File: config.mk
export PLATFORM = sky130hd
export DESIGN_NAME = masked_affine_pipe
export DESIGN_NICKNAME = d
export VERILOG_FILES = /design/src/rtl/masked_affine_pipe.sv
export SDC_FILE = /design/constraint.sdc
export NUM_CORES = 1
export LEC_CHECK = 0
export ABC_AREA = 0
export CORE_MARGIN = 3
export CORE_UTILIZATION = 45
export DETAILED_ROUTE_END_ITERATION = 8
export GPL_TIMING_DRIVEN = 0
export PLACE_DENSITY_LB_ADDON = 0.05
export SLEW_MARGIN = 25
export SYNTH_ARGS = -nofsm -noshare
export SYNTH_HDL_FRONTEND = slang
export SYNTH_SLANG_ARGS = --single-unit
File: constraint.sdc
create_clock -name clk -period 2 [get_ports clk]
set_input_delay 0.4 -clock clk [delete_from_list [all_inputs] [get_ports clk]]
set_output_delay 0.4 -clock clk [all_outputs]
set_load 0.1 [all_outputs]
File: src/rtl/masked_affine_pipe.sv
// Three-share masked RECTANGLE affine layer (forward or inverse per transaction)
// feeding a 2-entry main/skid output buffer. Define MASK_REFRESH_EN to add rnd_a/rnd_b share refresh.

module masked_affine_nib #(
  parameter logic K = 1'b0
) (
  input  logic       inv,
  input  logic [3:0] x,
  output logic [3:0] y
);
  logic [3:0] fwd, bwd;

  // K toggles bits 3 and 2 so that the affine constant lands in exactly one share
  always_comb begin
    fwd[3] = x[2] ^ x[0] ^ K;
    fwd[2] = x[3] ^ x[1] ^ K;
    fwd[1] = x[1];
    fwd[0] = x[3] ^ x[2];
    bwd[3] = x[2] ^ x[1] ^ K;
    bwd[2] = x[0] ^ x[2] ^ x[1] ^ K;
    bwd[1] = x[1];
    bwd[0] = x[3] ^ x[0] ^ x[2] ^ x[1];
    y      = inv ? bwd : fwd;
  end
endmodule

module masked_affine_pipe #(
  parameter int NIB = 16,
  parameter int W   = 4 * NIB
) (
  input  logic         clk,
  input  logic         rst_n,
  input  logic         in_valid,
  output logic         in_ready,
  input  logic         in_inv,
  input  logic [W-1:0] x1,
  input  logic [W-1:0] x2,
  input  logic [W-1:0] x3,
`ifdef MASK_REFRESH_EN
  input  logic [W-1:0] rnd_a,
  input  logic [W-1:0] rnd_b,
`endif
  output logic         out_valid,
  input  logic         out_ready,
  output logic [W-1:0] y1,
  output logic [W-1:0] y2,
  output logic [W-1:0] y3
);
  typedef enum logic [1:0] {EMPTY, ONE, FULL} state_t;
  typedef struct packed {
    logic [W-1:0] s1;
    logic [W-1:0] s2;
    logic [W-1:0] s3;
  } shares_t;

  state_t                 state_q, state_d;
  shares_t                main_q, skid_q, nxt;
  logic [2:0][W-1:0]      xs, ms;
  logic                   ld_main_new, ld_main_skid, ld_skid;

  assign xs = {x3, x2, x1};

  // share 0 carries the affine constant, shares 1 and 2 get the linear part only
  for (genvar s = 0; s < 3; s++) begin : g_share
    for (genvar n = 0; n < NIB; n++) begin : g_nib
      masked_affine_nib #(.K(s == 0)) u_nib (
        .inv (in_inv),
        .x   (xs[s][4*n +: 4]),
        .y   (ms[s][4*n +: 4])
      );
    end
  end

`ifdef MASK_REFRESH_EN
  assign nxt = '{s1: ms[0] ^ rnd_a, s2: ms[1] ^ rnd_b, s3: ms[2] ^ rnd_a ^ rnd_b};
`else
  assign nxt = '{s1: ms[0], s2: ms[1], s3: ms[2]};
`endif

  always_ff @(posedge clk or negedge rst_n) begin
    if (!rst_n) state_q <= EMPTY;
    else        state_q <= state_d;
  end

  always_comb begin
    state_d = state_q;
    case (state_q)
      EMPTY:   if (in_valid) state_d = ONE;
      ONE:     if (in_valid && !out_ready) state_d = FULL;
               else if (!in_valid && out_ready) state_d = EMPTY;
      FULL:    if (out_ready) state_d = ONE;
      default: state_d = EMPTY;
    endcase
  end

  // in_ready/out_valid come straight from the state register; loads follow from the same decode
  always_comb begin
    in_ready     = (state_q != FULL);
    out_valid    = (state_q != EMPTY);
    ld_main_new  = in_valid && ((state_q == EMPTY) || (state_q == ONE && out_ready));
    ld_main_skid = (state_q == FULL) && out_ready;
    ld_skid      = in_valid && (state_q == ONE) && !out_ready;
  end

  always_ff @(posedge clk or negedge rst_n) begin
    if (!rst_n) begin
      main_q <= '0;
      skid_q <= '0;
    end else begin
      if (ld_main_new)       main_q <= nxt;
      else if (ld_main_skid) main_q <= skid_q;
      if (ld_skid)           skid_q <= nxt;
    end
  end

  assign y1 = main_q.s1;
  assign y2 = main_q.s2;
  assign y3 = main_q.s3;
endmodule

==> impl_metrics.json <==
{
  "status": "finished, final reports clean",
  "antenna_found_initial": 10,
  "die_h_um": 211,
  "cts_sinks": 386,
  "period_share_pct": 97.5,
  "holdWs_ps": 323,
  "synth_seq_cells": 386,
  "start_util_pct": 45.8,
  "viasPerCell": 5.42,
  "tightest_slew_ps": 797,
  "rsz0062_at_grt": "no",
  "grt_usage_pct": 27.2,
  "drt_iter0_drc": 814,
  "yosysWarningCount": 0,
  "core_area_um2": 41100,
  "grt_pass1_vias": 15800,
  "avgRoutedWirePerCell_um": 21.6,
  "swShare_pct": 46.1,
  "areaGrowthSynthToFinish_pct": 34.4,
  "io_pins": 391,
  "fmax_ghz": 0.513,
  "synth.avg_cell_area_um2": 10.4,
  "slew_headroom_pct": 46.9,
  "ant_nets": 0,
  "clk_pin_slew_ps": 60,
  "grt_max_degree": 92,
  "worstPathRequired_ps": 1600,
  "synth_area_um2": 18800,
  "gr-total-overflow": 0,
  "num_vias": 15300,
  "finalCriticalPeriod_ps": 1950,
  "cp-end-kind": "output port",
  "start_kind": "register",
  "cts_made_buffers": 43,
  "slew_viol_final": 0,
  "power.switching_mw": 16.5,
  "grt_pass1_wl_um": 93200,
  "cts_tree": "yes",
  "place_hpwl_um": 44100,
  "synth_cells": 1806,
  "clock_power_share_pct": 21.9,
  "path_max_fanout": 7,
  "p_total_mw": 35.8,
  "dr.pass1.iters": 5,
  "critical_path_arrival_ps": 1550,
  "ys_types": 32,
  "drc": 0,
  "drv_cap": 0,
  "fp-row-count": 74,
  "p_int_mw": 19.3,
  "setup_viol": 0,
  "root_buffer": "clkbuf_16",
  "pwr-share-comb_pct": 44.2,
  "fin_nets": 2446,
  "crit_type": "reg2out",
  "power_frac_seq_pct": 33.9,
  "port-buffer-count": 389,
  "cts_buffer_depth": 3,
  "die_w_um": 211,
  "ir_worst_vdd_uv": 788,
  "gp_congestion": 0.812,
  "yosysSeqAreaShare_pct": 51.3,
  "clk_latency_ps": 560,
  "syn_nets": 2004,
  "hold_violations": 0,
  "wirelength_um": 61100,
  "layout-drive-gt1-share_pct": 19.3,
  "p_leak_nw": 11.0,
  "die-area_um2": 44300,
  "cts.htree.levels": 2,
  "clock_skew_ps": 9.73,
  "worstHoldPathType": "in2async",
  "power_density_nw_per_um2": 1420
}
[critical path, cell delays in order, from the launching register on]
cell	delay (ps)
dfrtp_2	450
or2_2	350
buf_6	200
[metrics by stage]
| stage | setup TNS [ps] | cells | cell area, um2 | setup WS, ps | util (%) |
|---|---|---|---|---|---|
| after floorplan | 0 | 1806 | 18800 | 360 | - |
| after global placement | -6602950 | 2727 | 23400 | -16560 | 56.9 |
| after detailed placement | -246320 | 2731 | 23500 | -1020 | 57.2 |
| after CTS | 0 | 2809 | 25200 | 1.41 | 61.3 |
| after global routing | 0 | 2823 | 25300 | 5.56 | 61.5 |
| final | 0 | 2823 | 25300 | 49.3 | 61.5 |
[routing by layer]
layer / GRT usage, % / vias up / wire [um]
met5: 0 / - / 0
met1: 36.3 / 7640 / 26200
met2: 43.1 / 494 / 28400
met3: 6.67 / 109 / 4370
met4: 10.7 / 0 / 2090
li1: - / 7062 / -
[sequential cells by signal, indices dropped and copies added (netlist names)]
register and flops:
y1 64, y3 64, y2 64, state_q 2, skid_q 192
[layout make-up]
class / instances / area [um2]
Antenna cell: 11 / 27.5
Buffer: 116 / 634
Clock buffer: 69 / 1330
Clock inverter: 8 / 65.1
Fill cell: 3442 / 15800
Inverter: 117 / 439
Multi-Input combinational cell: 1187 / 8190
Sequential cell: 386 / 9660
Tap cell: 532 / 666
Timing Repair Buffer: 397 / 4280
[cells by family after synthesis]
logic type	Yosys count	share of synthesized area, %
buffers and inverters	233	5.32
and+or+nand+nor	366	7.84
adders and majority gates	1	0.0665
AOI/OAI and AO/OA	406	14.8
DFF	386	51.3
muxes	126	7.21
xor gates and xnor gates	288	13.4
[Yosys cell counts (all sizes together)]
cell / instances / area [um2]
clkbuf: 36 / 135
buf: 80 / 427
and2: 29 / 181
a22oi: 48 / 360
nor2b: 3 / 23.8
xor2: 125 / 1090
nand3: 1 / 5.00
inv: 117 / 439
xnor2: 163 / 1430
nand2: 233 / 880
a21oi: 48 / 240
nor2: 97 / 367
o22ai: 1 / 6.26
mux2i: 49 / 490
or2: 1 / 6.26
a221o: 77 / 771
o21ai: 165 / 830
mux2: 77 / 867
nand3b: 1 / 7.51
o221ai: 67 / 587
ha: 1 / 12.5
and3: 1 / 6.26
dfrtp: 386 / 9660
[repair_timing]
action / CTS / global route
endpoints found under the setup margin: 545 / 224
hold endpoints to repair: 39 / 0
setup buffers: 0 / 3
gates resized for setup: 610 / 29
hold buffers: 1 / 0
pin swaps: 1 / 1
[cells in the final DEF, fill, tap and decap left out, types with 49 or more instances in the layout]
cell,n
a221o_1,77
buf_2,49
clkdlybuf4s15_2,192
clkdlybuf4s50_1,194
dfrtp_1,385
inv_1,116
mux2_2,77
mux2i_1,49
nand2_1,231
nor2_1,96
o21ai_0,164
o221ai_1,67
xnor2_1,163
xor2_1,125
[power groups by stage]
stage          clock network (mW)  registers (mW)  logic (mW)
6_report                     7.83            12.1        15.8
2_1_floorplan                   0            19.8        3.80
5_1_grt                      8.31            12.4        16.6
3_5_place_dp                    0            12.2        16.1
3_3_place_gp                    0            12.1        15.9
4_1_cts                      8.00            12.1        15.9
[final timing paths]
| kind | from | endpoint | slack [ps] | cells past startpoint |
|---|---|---|---|---|
| min reg2reg | skid_q[130] | y1[2] | 470 | 2 |
| max reg2reg | state_q[0] | skid_q[105] | 100 | 5 |
| min | rst_n | y2[20] | 320 | 2 |
| min in group clk | skid_q[130] | y1[2] | 470 | 2 |
| max in group asynchronous | rst_n | y1[54] | 440 | 4 |
| max | state_q[1] | out_valid | 50 | 2 |
No activity file was read; power rests on OpenSTA's default activity.
